$ cat src/rtl/if_pkg.sv
// Shared types and constants for the instruction fetch queue.
package if_pkg;

    localparam int unsigned XLEN = 32;
    localparam logic [XLEN-1:0] NOP_INSTR = 32'h00000013;

    typedef enum logic [1:0] {
        IDLE = 2'd0,
        REQ  = 2'd1,
        RESP = 2'd2
    } fetch_state_e;

    typedef struct packed {
        logic [XLEN-1:0] pc;
        logic [XLEN-1:0] instr;
        logic            misal;
    } fetch_entry_t;

    localparam int unsigned ENTRY_W = $bits(fetch_entry_t);

endpackage

$ cat src/rtl/if_fetch_fifo.sv
// Small synchronous FIFO of fetched {pc, instr, misal} entries; clear has priority over push/pop.
module if_fetch_fifo
    import if_pkg::*;
#(
    parameter  int unsigned DEPTH = 2,
    localparam int unsigned CW    = $clog2(DEPTH) + 1,
    localparam int unsigned PW    = $clog2(DEPTH)
) (
    input  logic               clk,
    input  logic               rst_n,
    input  logic               clear_i,
    input  logic               push_i,
    input  logic [ENTRY_W-1:0] data_i,
    input  logic               pop_i,
    output logic [ENTRY_W-1:0] head_o,
    output logic               valid_o,
    output logic [CW-1:0]      count_o
);

    logic [ENTRY_W-1:0] mem_q [DEPTH];
    logic [PW-1:0]      wptr_q;
    logic [PW-1:0]      rptr_q;
    logic [CW-1:0]      count_q;
    logic               do_pop;

    assign do_pop = pop_i & (count_q != '0);

    // Pointers wrap naturally since DEPTH is a power of two.
    always_ff @(posedge clk or negedge rst_n) begin
        if (!rst_n) begin
            for (int i = 0; i < int'(DEPTH); i++) begin
                mem_q[i] <= '0;
            end
            wptr_q  <= '0;
            rptr_q  <= '0;
            count_q <= '0;
        end else if (clear_i) begin
            wptr_q  <= '0;
            rptr_q  <= '0;
            count_q <= '0;
        end else begin
            if (push_i) begin
                mem_q[wptr_q] <= data_i;
                wptr_q        <= wptr_q + PW'(1);
            end
            if (do_pop) begin
                rptr_q <= rptr_q + PW'(1);
            end
            count_q <= count_q + CW'(push_i) - CW'(do_pop);
        end
    end

    assign head_o  = mem_q[rptr_q];
    assign valid_o = (count_q != '0);
    assign count_o = count_q;

endmodule

$ cat src/rtl/if_fetch_queue.sv
// Fetch stage: turns accepted PCs into single-outstanding imem reads and queues {pc, instr} for decode.
module if_fetch_queue
    import if_pkg::*;
#(
    parameter int unsigned DEPTH = 2
) (
    input  logic            clk,
    input  logic            rst_n,
    input  logic            flush_i,
    input  logic [XLEN-1:0] pc_i,
    input  logic            pc_valid_i,
    output logic            pc_ready_o,
    output logic            imem_req_o,
    output logic [XLEN-1:0] imem_addr_o,
    input  logic            imem_gnt_i,
    input  logic            imem_rvalid_i,
    input  logic [XLEN-1:0] imem_rdata_i,
    output logic            instr_valid_o,
    output logic [XLEN-1:0] instr_o,
    output logic [XLEN-1:0] instr_pc_o,
    output logic            instr_misal_o,
    input  logic            instr_ready_i
);

    localparam int unsigned CW = $clog2(DEPTH) + 1;

    fetch_state_e    state_q, state_d;
    logic            kill_q, kill_d;
    logic [XLEN-1:0] addr_q, addr_d;
    logic            req_q;
    logic [CW-1:0]   count;
    logic [CW-1:0]   occ;
    logic            pc_acc;
    logic            pc_misal;
    logic            fifo_push;
    logic            fifo_pop;
    fetch_entry_t    push_entry;
    fetch_entry_t    head;

    // In-flight fetch holds a reserved slot so a later push can never overflow.
    assign occ        = count + CW'(state_q != IDLE);
    assign pc_ready_o = (state_q == IDLE) & (occ < CW'(DEPTH)) & ~flush_i;
    assign pc_acc     = pc_valid_i & pc_ready_o;
    assign pc_misal   = (pc_i[1:0] != 2'b00);
    assign fifo_pop   = instr_valid_o & instr_ready_i & ~flush_i;

    always_comb begin
        state_d    = state_q;
        kill_d     = kill_q;
        addr_d     = addr_q;
        fifo_push  = 1'b0;
        push_entry = '0;
        case (state_q)
            IDLE: begin
                if (pc_acc) begin
                    if (pc_misal) begin
                        fifo_push  = 1'b1;
                        push_entry = '{pc: pc_i, instr: NOP_INSTR, misal: 1'b1};
                    end else begin
                        addr_d  = pc_i;
                        state_d = REQ;
                    end
                end
            end
            REQ: begin
                // The request stays up until granted; flush only marks the response dead.
                if (flush_i) begin
                    kill_d = 1'b1;
                end
                if (imem_gnt_i) begin
                    state_d = RESP;
                end
            end
            RESP: begin
                if (imem_rvalid_i) begin
                    fifo_push  = ~kill_q & ~flush_i;
                    push_entry = '{pc: addr_q, instr: imem_rdata_i, misal: 1'b0};
                    kill_d     = 1'b0;
                    state_d    = IDLE;
                end else if (flush_i) begin
                    kill_d = 1'b1;
                end
            end
            default: begin
                state_d = IDLE;
            end
        endcase
    end

    always_ff @(posedge clk or negedge rst_n) begin
        if (!rst_n) begin
            state_q <= IDLE;
            kill_q  <= 1'b0;
            addr_q  <= '0;
            req_q   <= 1'b0;
        end else begin
            state_q <= state_d;
            kill_q  <= kill_d;
            addr_q  <= addr_d;
            req_q   <= (state_d == REQ);
        end
    end

    if_fetch_fifo #(
        .DEPTH (DEPTH)
    ) u_fifo (
        .clk     (clk),
        .rst_n   (rst_n),
        .clear_i (flush_i),
        .push_i  (fifo_push),
        .data_i  (push_entry),
        .pop_i   (fifo_pop),
        .head_o  (head),
        .valid_o (instr_valid_o),
        .count_o (count)
    );

    assign imem_req_o    = req_q;
    assign imem_addr_o   = addr_q;
    assign instr_o       = head.instr;
    assign instr_pc_o    = head.pc;
    assign instr_misal_o = head.misal;

endmodule

$ cat config.mk
export PLATFORM = sky130hd
export DESIGN_NAME = if_fetch_queue
export DESIGN_NICKNAME = d
export VERILOG_FILES = /design/src/rtl/if_pkg.sv /design/src/rtl/if_fetch_fifo.sv /design/src/rtl/if_fetch_queue.sv
export SDC_FILE = /design/constraint.sdc
export NUM_CORES = 1
export LEC_CHECK = 0
export BUFFER_PORTS_ARGS = -buffer_cell sky130_fd_sc_hd__buf_4
export CORE_MARGIN = 4
export CORE_UTILIZATION = 55
export DETAILED_ROUTE_END_ITERATION = 10
export PLACE_DENSITY = 0.8
export REMOVE_ABC_BUFFERS = 1
export SYNTH_ARGS = -nofsm -noshare
export SYNTH_HDL_FRONTEND = slang
export SYNTH_HIERARCHICAL = 1
export SYNTH_SLANG_ARGS = --single-unit
$ cat constraint.sdc
create_clock -name clk -period 3.2 [get_ports clk]
set_input_delay 0.32 -clock clk [delete_from_list [all_inputs] [get_ports clk]]
set_output_delay 0.32 -clock clk [all_outputs]
set_load 0.05 [all_outputs]
## After elaboration in Yosys (flattened, before gate mapping)

Index checks and enable logic that the tools add are counted.

| word-level totals | value |
|---|---|
| flip-flop bits (word level) | 170 |
| memories | 0 |
| output and inout bits | 100 |
| ROM bits | 0 |
| latch bits | 0 |
| bits of input ports | 71 |
| RAM bits | 0 |
| word-level logic and storage cells | 70 |

| cells by class | value |
|---|---|
| $add $sub $neg | 5 |
| magnitude comparators | 4 |
| muxes and demuxes | 27 |
| shift-type cells | 0 |
| equal/unequal tests | 3 |
| divide/modulo/power cells | 0 |
| multipliers | 0 |
| reduce and logical (&&, ||, !) cells | 10 |
| bitwise gates (word level) | 12 |

Operators with widths:

| cell | number |
|---|---|
| two-way mux 65 bit | 7 |
| bitwise mux 130 bit | 1 |
| case mux 65 bit (2 select lines) | 1 |
| demux 65 bit (select 1 bit) | 1 |
| nonzero test 2 bit | 6 |
| two-way mux 2 bit | 5 |
| two-way mux 1 bit | 9 |
| bitwise AND 1 bit | 7 |
| case mux 2 bit (3 select lines) | 1 |
| adder 2 x 1 -> 2 bit | 2 |
| == test 2 x 1 -> 1 bit (second input constant) | 2 |
| greater-or-equal comparator 2 bit (second input constant) | 2 |
| inverter 1 -> 2 bit | 2 |
| case mux 1 bit (2 select lines) | 2 |
| inverter 1 bit | 3 |
| AND reduction 3 bit | 1 |
| adder 1 bit (second input constant) | 2 |
| == test 2 bit (second input constant) | 1 |
| zero test 2 bit | 1 |
| < comparator 2 x 1 -> 1 bit (second input constant) | 1 |
| < comparator 2 bit (second input constant) | 1 |
| AND reduction 2 bit | 1 |
| subtractor 2 x 1 -> 2 bit | 1 |
| logical AND 1 bit | 1 |

## Longest topological paths before layout

Gate-level depths: netlist (run 1).

| depth | value |
|---|---|
| depth in word-level cells | 11 |
| depth in mapped cells | 10 |

## Modules after synthesis

Netlist (run 1), hierarchy kept.

By module, submodules not included:

| module | seq. area each (µm²) | cells an instance | times used | area an instance (µm²) |
|---|---|---|---|---|
| if_fetch_fifo | 3353.2 | 366 | 1 | 5858.1 |
| if_fetch_queue | 900.9 | 179 | 1 | 2153.3 |

## Worst setup path before layout (run 1)

No wires, ideal clock.

| timing path | value |
|---|---|
| path type | register to register |
| from | reg state_q[0] |
| to | reg u_fifo/mem_q[114] (netlist name) |
| path buffers | 3 |
| data arrival time | 2284 ps |
| library setup time | 125 ps |
| period minus slack after synthesis | 2409 ps |
| path slack | 791 ps |
| stages on the path, launching flop included | 11 |
| required time | 3075 ps |
| path through | dfrtp_1 inv_1 ha_1 nand4bb_1 nor2_2 buf_4 a21o_1 nor3b_2 buf_4 buf_6 mux2_2 |

| between the ends | value |
|---|---|
| cells in the longest elaborated chain, start to end | 9 |
| elaborated cells on any way between the ends | 14 |
| classes of those cells | add/sub (1); order compare (1); eq/ne (1); mux (5); bitwise (3); reduce/logical (3) |

Ends and longest elaborated chain:

| item | RTL line | RTL |
|---|---|---|
| start, declared | if_fetch_queue.sv:27 | `fetch_state_e state_q, state_d;` |
| start signal, assigned | if_fetch_queue.sv:97 | `state_q <= state_d;` |
| nonzero test 2 bit | if_fetch_queue.sv:41 | `assign occ = count + CW'(state_q != IDLE);` |
| adder 2 x 1 -> 2 bit | if_fetch_queue.sv:41 |  |
| < comparator 2 bit | if_fetch_queue.sv:42 | `assign pc_ready_o = (state_q == IDLE) & (occ < CW'(DEPTH)) & ~flush_i;` |
| bitwise AND 1 bit (2 in a row) | if_fetch_queue.sv:42 |  |
| bitwise AND 1 bit | if_fetch_queue.sv:43 | `assign pc_acc = pc_valid_i & pc_ready_o;` |
| two-way mux 1 bit | if_fetch_queue.sv:55 | `if (pc_acc) begin` |
| case mux 1 bit (2 select lines) * | if_fetch_queue.sv:53 | `case (state_q)` |
| net fifo_push | if_fetch_queue.sv:35 | `logic fifo_push;` |
| AND reduction 2 bit (no source line) * | n/a |  |
| end signal, assigned by index | if_fetch_fifo.sv:43 | `mem_q[wptr_q] <= data_i;` |
| end, declared | if_fetch_fifo.sv:20 | `logic [ENTRY_W-1:0] mem_q [DEPTH];` |

Mark *: on every way through the listed nets, which the timed path passes. The rest lies on a longest branch.
A chain may end at the register's enable or synchronous reset.

## Final worst setup path (run 1)

| timing path | value |
|---|---|
| from | reg state_q[0] |
| to | reg u_fifo/mem_q[82] (netlist name) |

Same word-level chain as after synthesis.

==> run summary, run 1 <==
Outcome -> complete, no violations
Largest net degree at the start of global routing -> 70
Fmax -> 385 MHz
Met1 Track Usage GR -> 0.288
Critical path's largest stage delay -> 490 ps
Initial antenna violation count -> 0
GR Util met2 -> 0.341
Layout cells sized above 1 -> 0.617
Row Count -> 43
Reg-to-Reg End -> u_fifo/mem_q[82]$_DFFE_PN0P_
Root buf cell -> clkbuf_16
Period utilization -> 0.812
Non-Filler Instances -> 901
Fin crit period -> 2600 ps
Wirelength, routed -> 17.5 mm
ANT cells -> 0
HPWL Detailed -> 11.6 mm
CP Buf/Inv Count -> 2
Post-DRT Antenna Nets -> 0
RSZ-0062 raised after global routing -> false
Yosys warning count -> 6
Filler Cell Count -> 980
Die Y -> 129 um
Die X -> 129 um
Vias per cell -> 5.66
Critical path cell sequence -> inv_1, ha_1, nand4bb_1, nor2_4, a21o_1, nor3b_4, buf_4, mux2_2
Syn Area/Cell -> 14.7 sq um
Cells after Synth -> 545
Final nets -> 785
Pleak -> 5.31 nW
Hold depth -> 2
CTS tree -> yes
Post-Syn Area -> 8010 sq um
Vias in the first global route -> 5473
Hold Fails Final Rpt -> 0
Setup_tns -> 0 ps
Port Buffers -> 170
Vias -> 5103
Slew HR -> 0.478
Reg clk slew, reported paths -> 70 ps
Post-CTS Setup Bufs -> 0
CP Launch Type -> flop
Hold endpoint -> imem_addr_o[17]$_DFFE_PN0P_
Clock Sinks -> 170
Critical path type -> reg2reg
CP Max Fanout -> 38
M3 GR Usage -> 0.0631
Clock Tree Buf Depth -> 2
Seq/Total Area, Yosys -> 0.531
Initial Util -> 0.568
GRT Util Overall -> 0.215
DR pass1 iterations -> 4
Placed Cells -> 868
DR WL/cell -> 19.4 um
Max-cap viol count -> 0
Min-Delay Path Class -> in2reg
PwrDens -> 844 nW/um^2
CP Capture Type -> flop
Final setup viols -> 0
Worst R2R Path Depth -> 8
Core footprint -> 14100 sq um
P&R area growth vs syn -> 24.5%
First-pass GRT wire length -> 28.1 mm
Slew @ Worst Pin -> 783 ps
Total CTS buffers -> 17
Data arrival at the endpoint of the critical path -> 2910 ps
Critical Path RT -> 3510 ps
Slew Viols, Final -> 0
R2R Setup Slk -> 600 ps
Initial DRC Count -> 301
Die ar. -> 16600 sq um
Unique masters post-synth -> 34
Worst-Skew Late Latency -> 420 ps
Worst vdd ir -> 705 uV
GRT Residual Overflow -> 0
Num ports -> 171
Routability cong. -> 0.754
# DRC -> 0
Crit-path slowest cell -> buf_4
Top delay family on crit path -> buffers and inverters
Gr busiest metal -> met2
H-tree levels -> 4
Max Clock Skew -> 6.94 ps
Worst reg2reg startpoint -> state_q[0]$_DFF_PN0_
Hold path start -> pc_i[17]
Flops & latches, synth -> 170
-- worst reg2reg max path: cells and delay by family, from the launching register on --
family,cells,cell delay (ps)
compound gates,1,160
simple gates,3,610
flops,1,400
mux,1,440
buf+inv,2,620
fa+ha+maj,1,260
-- sequential cells by signal, indices dropped and copies added, names as in the netlist --
signal	cells
imem_addr_o	32
imem_req_o	1
kill_q	1
state_q	2
u_fifo/count_o	2
u_fifo/mem_q	130
u_fifo/rptr_q	1
u_fifo/wptr_q	1
-- how the worst max path moves through the flow --
stage | startpoint | endpoint | slack (ps) | cells after the start
2_1_floorplan | state_q[0]$_DFF_PN0_ | u_fifo/mem_q[100]$_DFFE_PN0P_ | -1910 | 6
3_3_place_gp | state_q[0]$_DFF_PN0_ | u_fifo/mem_q[80]$_DFFE_PN0P_ | 750 | 8
4_1_cts | state_q[0]$_DFF_PN0_ | u_fifo/mem_q[82]$_DFFE_PN0P_ | 600 | 8
3_5_place_dp | state_q[0]$_DFF_PN0_ | u_fifo/mem_q[95]$_DFFE_PN0P_ | 630 | 8
5_1_grt | state_q[0]$_DFF_PN0_ | u_fifo/mem_q[82]$_DFFE_PN0P_ | 450 | 8
6_report | state_q[0]$_DFF_PN0_ | u_fifo/mem_q[82]$_DFFE_PN0P_ | 600 | 8
-- cell usage after synthesis --
| master | instances | area (sq um) |
|---|---|---|
| nor2_1 | 6 | 22.5 |
| and3_1 | 29 | 181 |
| o21ai_0 | 2 | 10.0 |
| nor3_1 | 1 | 5.00 |
| nand2_1 | 1 | 3.75 |
| a21o_1 | 5 | 37.5 |
| dfrtp_1 | 170 | 4250 |
| ha_1 | 6 | 75.1 |
| buf_2 | 10 | 50.1 |
| o22ai_1 | 1 | 6.26 |
| buf_6 | 14 | 158 |
| or2_2 | 2 | 12.5 |
| and2_1 | 4 | 25.0 |
| a22o_1 | 32 | 280 |
| nand2_4 | 1 | 11.3 |
| nand3b_1 | 1 | 7.51 |
| nor2_2 | 1 | 6.26 |
| xnor2_1 | 1 | 8.76 |
| nand4bb_1 | 1 | 11.3 |
| a21oi_1 | 3 | 15.0 |
| and4bb_2 | 1 | 12.5 |
| buf_1 | 3 | 11.3 |
| nor4bb_1 | 1 | 10.0 |
| inv_1 | 4 | 15.0 |
| nor3b_1 | 1 | 7.51 |
| nor3b_2 | 1 | 12.5 |
| mux2_4 | 27 | 405 |
| a211oi_1 | 1 | 7.51 |
| buf_4 | 4 | 30.0 |
| mux2_2 | 199 | 2240 |
| clkbuf_1 | 6 | 22.5 |
| o21a_1 | 1 | 7.51 |
| xnor3_1 | 1 | 22.5 |
| nor2b_1 | 4 | 25.0 |
-- cell families after synthesis --
kind of cell,share of synthesized area
flip-flops,0.531
buffers and inverters,0.0358
XOR/XNOR,0.00390
multiplexers,0.330
AND/OR/NAND/NOR,0.0442
AO/OA/AOI/OAI,0.0454
adder cells (fa/ha/maj),0.00937
-- cell usage in the layout, fill, tap and decap left out, types with 2 or more instances in the layout --
cell type   instances
a21o_1              5
a21oi_1             3
a22o_1             32
and2_1              4
and3_1             29
buf_12              2
buf_4             177
bufinv_16           2
clkbuf_16          17
clkinv_4            4
clkinvlp_4          2
dfrtp_1           169
ha_1                6
inv_1               4
inv_6               4
inv_8               2
mux2_2            199
mux2_4             27
nor2_1              6
nor2b_1             4
o21ai_0             2
or2_2               2
-- cell type report --
cell class | instances | area, sq um | share of cell area
Inverter | 4 | 15.0 | 0.00150
Tap cell | 180 | 225 | 0.0226
Sequential cell | 170 | 4260 | 0.427
Clock buffer | 17 | 425 | 0.0426
Clock inverter | 15 | 184 | 0.0184
Timing Repair Buffer | 181 | 1390 | 0.139
Multi-Input combinational cell | 334 | 3480 | 0.349
-- what timing repair did --
item	CTS	global route
hold endpoints to repair	65	0
hold buffers	1	0
gates resized for setup	0	0
-- power breakdown --
group / total [mW] / switching (mW) / leakage [nW] / internal [mW]
sequential: 2.96 / 0.320 / 2.29 / 2.64
clock: 2.09 / 0.912 / 0.292 / 1.18
combinational: 3.37 / 2.10 / 2.73 / 1.28
-- per-layer routing --
layer / part of all wire / up-vias / routed length, um
met4: 0.015 / 0 / 260
met3: 0.079 / 22 / 1380
met5: 0 / - / 0
met1: 0.43 / 2587 / 7580
li1: - / 2319 / -
met2: 0.47 / 175 / 8300
-- stage by stage --
step                cell area, sq um  total power, mW  hold WS, ps  utilization  worst slack (ps)
global placement                9360             6.29          348        0.664               755
finish                          9980             8.42          135        0.708               600
floorplan                       7740             5.32         24.4            -             -1910
global route                    9980             8.77          122        0.708               450
detailed placement              9360             6.38          364        0.664               633
CTS                             9980             8.50          116        0.708               600
Power figures use the tool's default switching activity.
==> run 2, diff against run 1 <==
- clock period: 3.2 -> 2.4 ns (I/O delays scaled with it)
==> run summary, run 2 (synthesized netlist as in run 1, its figures left out) <==
Layout Utilization -> 0.719
Critical path type -> reg2reg
Most common cell after layout, fill and taps aside -> mux2_2
Max-cap viol count -> 0
Largest net degree at the start of global routing -> 78
Worst vdd ir -> 975 uV
Commonest non-fill, non-tap cells in the layout -> mux2_2, buf_4, dfrtp_1, a22o_1, and3_1
Layout cells sized above 1 -> 0.618
RSZ-0062 raised after global routing -> false
Die X -> 129 um
Reg clk slew, reported paths -> 60 ps
PwrDens -> 1110 nW/um^2
GRT Residual Overflow -> 0
CP Capture Type -> flop
Slew @ Worst Pin -> 486 ps
Initial DRC Count -> 256
Final setup viols -> 0
Pleak -> 5.39 nW
Worst setup margin -> 105 ps
Period utilization -> 0.956
Non-Filler Instances -> 911
Vias per cell -> 5.66
CP Launch Type -> flop
Max Clock Skew -> 5.78 ps
GRT Util Overall -> 0.231
Critical path's largest stage delay -> 430 ps
Final nets -> 796
Routability cong. -> 0.807
Clock Tree Buf Depth -> 2
Vias in the first global route -> 5817
Outcome -> complete, no violations
CP Max Fanout -> 40
Root buf cell -> clkbuf_16
DR WL/cell -> 20.2 um
First-pass GRT wire length -> 30.0 mm
# DRC -> 0
Vias -> 5152
Critical path cell sequence -> inv_1, ha_1, nand4bb_1, nor2_4, a21o_1, buf_4, nand3b_1, buf_12, mux2_2
Die ar. -> 16600 sq um
Row Count -> 43
Placed Cells -> 874
Slew HR -> 0.676
Core footprint -> 14100 sq um
Fin crit period -> 2290 ps
Clock Sinks -> 170
Num ports -> 171
Wirelength, routed -> 18.4 mm
Crit-path slowest cell -> dfrtp_1
Hold Fails Final Rpt -> 0
Critical Path RT -> 2700 ps
Max reg flops -> 130
Worst-Skew Late Latency -> 420 ps
Slew Viols, Final -> 0
ANT cells -> 0
Post-DRT Antenna Nets -> 0
Total CTS buffers -> 17
Initial Util -> 0.568
Min-Delay Path Class -> in2reg
H-tree levels -> 4
Fmax -> 436 MHz
P&R area growth vs syn -> 26.5%
DR pass1 iterations -> 7
Setup WS pre-CTS -> 8.43 ps
HPWL Detailed -> 12.0 mm
Port Buffers -> 170
Filler Cell Count -> 945
CTS tree -> yes
Initial antenna violation count -> 0
Die Y -> 129 um
Data arrival at the endpoint of the critical path -> 2590 ps
Largest register by flop count -> u_fifo/mem_q
==> run 2: repair_timing <==
item                       CTS  global route
cloned                       1             0
resized for setup            0             2
setup endpoints to repair   40            65
hold buffers                 1             0
pin swaps                    1             1
hold endpoints to repair    48             0
setup buffers                3             1
==> run 2: per-layer routing <==
metal	part of all wire	global-route usage
met1	0.43	0.300
met2	0.48	0.370
met3	0.072	0.0797
met4	0.012	0.0655
met5	0	0
==> run 2: final cells by class <==
type | count | area [sq um] | share of cell area
clock buffers | 23 | 478 | 0.0472
clock inverters | 8 | 118 | 0.0116
inverters | 4 | 15.0 | 0.00148
multi-input cells | 334 | 3480 | 0.344
flip-flops and latches | 170 | 4260 | 0.420
well taps | 180 | 225 | 0.0222
repair buffers | 192 | 1560 | 0.154
==> run 2: worst max-delay path, delay by kind of cell, from the launching register on <==
family / cells / cell delay [ps]
AO/OA/AOI/OAI: 1 / 180
adder cells (fa/ha/maj): 1 / 200
buffers and inverters: 3 / 530
flip-flops: 1 / 430
multiplexers: 1 / 380
AND/OR/NAND/NOR: 3 / 450
==> run 2: per-stage QoR <==
step | hold slack, ps | power, mW | instance area (sq um) | setup TNS [ps]
6_report | 63.5 | 11.3 | 10100 | 0
5_1_grt | 39.4 | 11.8 | 10100 | 0
4_1_cts | 37.1 | 11.4 | 10100 | 0
3_5_place_dp | 210 | 8.55 | 9470 | 0
3_3_place_gp | 203 | 8.41 | 9470 | 0
2_1_floorplan | -55.6 | 7.09 | 7740 | -304800
==> run 2: power by group <==
part	switching, mW	internal, mW
registers	0.432	3.52
logic	2.83	1.74
clock network	1.05	1.71
total	4.32	6.97
==> run 2: final timing paths <==
check	startpoint	endpoint	slack, ps	cells after the start
worst max-delay path	state_q[1]$_DFF_PN0_	u_fifo/mem_q[10]$_DFFE_PN0P_	110	9
worst min-delay path	pc_i[24]	imem_addr_o[24]$_DFFE_PN0P_	60	2
worst max register to register	state_q[1]$_DFF_PN0_	u_fifo/mem_q[10]$_DFFE_PN0P_	110	9
worst min register to register	u_fifo/mem_q[21]$_DFFE_PN0P_	u_fifo/mem_q[21]$_DFFE_PN0P_	500	1
max in group asynchronous	rst_n	u_fifo/rptr_q$_DFFE_PN0P_	1170	3
min in group asynchronous	rst_n	u_fifo/mem_q[28]$_DFFE_PN0P_	330	2
==> run 3, diff against run 2 <==
- ABC_AREA: unset -> 1
- RECOVER_POWER: unset -> 50
==> run summary, run 3 <==
Main synth FF type -> dfrtp_1
Final setup viols -> 0
Worst vdd ir -> 777 uV
Period utilization -> 0.932
PwrDens -> 1100 nW/um^2
P&R area growth vs syn -> 21.0%
Routability cong. -> 0.769
Post-synth EDFFs -> 0
Yosys warning count -> 6
CP Capture Type -> flop
Die Y -> 131 um
Max Clock Skew -> 4.72 ps
CTS tree -> yes
Share of the synthesized area in the top cell type -> 0.510
Reg-to-Reg End -> u_fifo/mem_q[96]$_DFFE_PN0P_
Slew @ Worst Pin -> 1420 ps
Non-Filler Instances -> 1417
Critical path type -> reg2reg
Clock Tree Buf Depth -> 2
Data arrival at the endpoint of the critical path -> 2520 ps
Sw Ratio -> 0.423
Slew Viols, Final -> 0
DR pass1 iterations -> 7
Vias in the first global route -> 6855
Reg clk slew, reported paths -> 60 ps
DR WL/cell -> 13.1 um
Cell Int Power -> 6.42 mW
Slew HR -> 0.0509
Die X -> 131 um
Outcome -> complete, no violations
Hold WS -> 53.4 ps
Hold path start -> flush_i
H-tree levels -> 4
Num ports -> 171
R2R Setup Slk -> 160 ps
Post-DRT Antenna Nets -> 0
Setup WS pre-CTS -> 233 ps
RSZ-0062 raised after global routing -> false
# DRC -> 0
Total CTS buffers -> 17
Initial Util -> 0.567
Port Buffers -> 170
Setup_tns -> 0 ps
Fin crit period -> 2240 ps
CP Launch Type -> flop
Syn Area/Cell -> 7.77 sq um
Most frequent cells after synthesis -> nand2_1, dfrtp_1, inv_1
Pleak -> 5.41 nW
Placed Cells -> 1384
Wirelength, routed -> 18.5 mm
Cells after Synth -> 1073
Worst R2R Path Depth -> 11
Most common cell after layout, fill and taps aside -> nand2_1
Logic pwr share -> 0.388
Die ar. -> 17200 sq um
GRT Util Overall -> 0.222
NetSw -> 4.70 mW
Post-Syn Area -> 8330 sq um
Dominant cells by area after synthesis -> dfrtp_1, nand2_1, inv_1
Fmax -> 447 MHz
Largest net degree at the start of global routing -> 132
Max-cap viol count -> 0
Row Count -> 44
Crit path from -> state_q[1]$_DFF_PN0_
Clock Sinks -> 170
Flops & latches, synth -> 170
Worst reg2reg startpoint -> state_q[1]$_DFF_PN0_
Initial DRC Count -> 617
Clock share of power -> 0.258
GRT Residual Overflow -> 0
Commonest non-fill, non-tap cells in the layout -> nand2_1, dfrtp_1, inv_1, buf_4, o21ai_0
Vias per cell -> 4.90
Root buf cell -> clkbuf_16
Largest register by flop count -> u_fifo/mem_q
HPWL Detailed -> 12.1 mm
Layout cells sized above 1 -> 0.187
Worst setup margin -> 163 ps
Asr flop ratio synth -> 1.00
Worst-Skew Late Latency -> 420 ps
Hold depth -> 2
Area leader, netlist -> dfrtp_1
Critical Path RT -> 2690 ps
Hold Fails Final Rpt -> 0
Core footprint -> 14700 sq um
Most frequent cell after synthesis -> nand2_1
Final nets -> 1297
CP Max Fanout -> 131
Seq pwr share -> 0.354
Vias -> 6942
Initial antenna violation count -> 0
Unique masters post-synth -> 27
Max reg flops -> 130
Seq/Total Area, Yosys -> 0.510
ANT cells -> 0
First-pass GRT wire length -> 32.0 mm
Min-Delay Path Class -> in2reg
Hold endpoint -> u_fifo/count_o[0]$_DFF_PN0_
Post-cts sizing count -> 0
==> run 3: cell types whose count changed after synthesis, moves of 10 or more <==
cell	change
a22o_1	-32
and3_1	-29
clkbuf_1	+10
inv_1	+141
mux2_2	-199
mux2_4	-27
nand2_1	+468
nor2_1	+30
o21ai_0	+70
o21ai_1	+59
o21ai_2	+35
==> run 3: final cells by class <==
cell class | count | area, sq um
timing repair buffer | 185 | 1300
clock inverter | 13 | 174
sequential | 170 | 4260
fill | 1255 | 4620
multi-input combinational | 698 | 3120
inverter | 148 | 556
tap | 184 | 230
clock buffer | 19 | 453
==> run 3: kinds of logic after synthesis <==
kind of cell             synth area share
buffers and inverters               0.116
AO/OA/AOI/OAI                       0.117
adder cells (fa/ha/maj)           0.00901
AND/OR/NAND/NOR                     0.247
flip-flops                          0.510
==> run 3: timing repair <==
action,in CTS,in global routing
hold endpoints to repair,30,0
hold buffers,1,0
setup buffers,0,0
endpoints found under the setup margin,0,0
==> run 3: worst max-delay path, stage by stage, from the launching register on <==
cell	delay (ps)
dfrtp_1	410
inv_1	140
ha_1	180
inv_1	90
nor3_4	220
nand2_4	100
o21ai_0	160
buf_4	170
nand3b_4	90
buf_12	250
nand2_1	140
o21ai_0	80
==> run 3: worst max-delay path by stage <==
stage	endpoint	slack [ps]	depth (start not counted)
detailed placement	u_fifo/mem_q[12]$_DFFE_PN0P_	230	11
global placement	u_fifo/mem_q[31]$_DFFE_PN0P_	330	11
global route	u_fifo/mem_q[27]$_DFFE_PN0P_	20	11
finish	u_fifo/mem_q[96]$_DFFE_PN0P_	160	11
CTS	u_fifo/mem_q[121]$_DFFE_PN0P_	200	11
floorplan	u_fifo/mem_q[10]$_DFFE_PN0P_	-1850	8
==> run 3: power groups by stage <==
stage | sequential, mW | combinational, mW | clock [mW]
CTS | 3.94 | 4.58 | 2.91
finish | 3.94 | 4.31 | 2.87
global route | 4.02 | 4.67 | 3.03
detailed placement | 3.98 | 4.57 | 0
global placement | 3.96 | 4.49 | 0
floorplan | 4.73 | 2.31 | 0
==> run 3: layer usage <==
metal | routed length, um | track usage | vias up
met5 | 0 | 0 | -
met3 | 1360 | 0.0627 | 23
met2 | 8670 | 0.361 | 208
met4 | 281 | 0.0677 | 0
li1 | - | - | 3545
met1 | 8220 | 0.293 | 3166
==> run 3: stage by stage <==
step | power [mW] | util | cell area (sq um)
6_report | 11.1 | 0.686 | 10100
2_1_floorplan | 7.04 | - | 7920
3_5_place_dp | 8.54 | 0.654 | 9610
3_3_place_gp | 8.45 | 0.654 | 9610
5_1_grt | 11.7 | 0.686 | 10100
4_1_cts | 11.4 | 0.697 | 10200
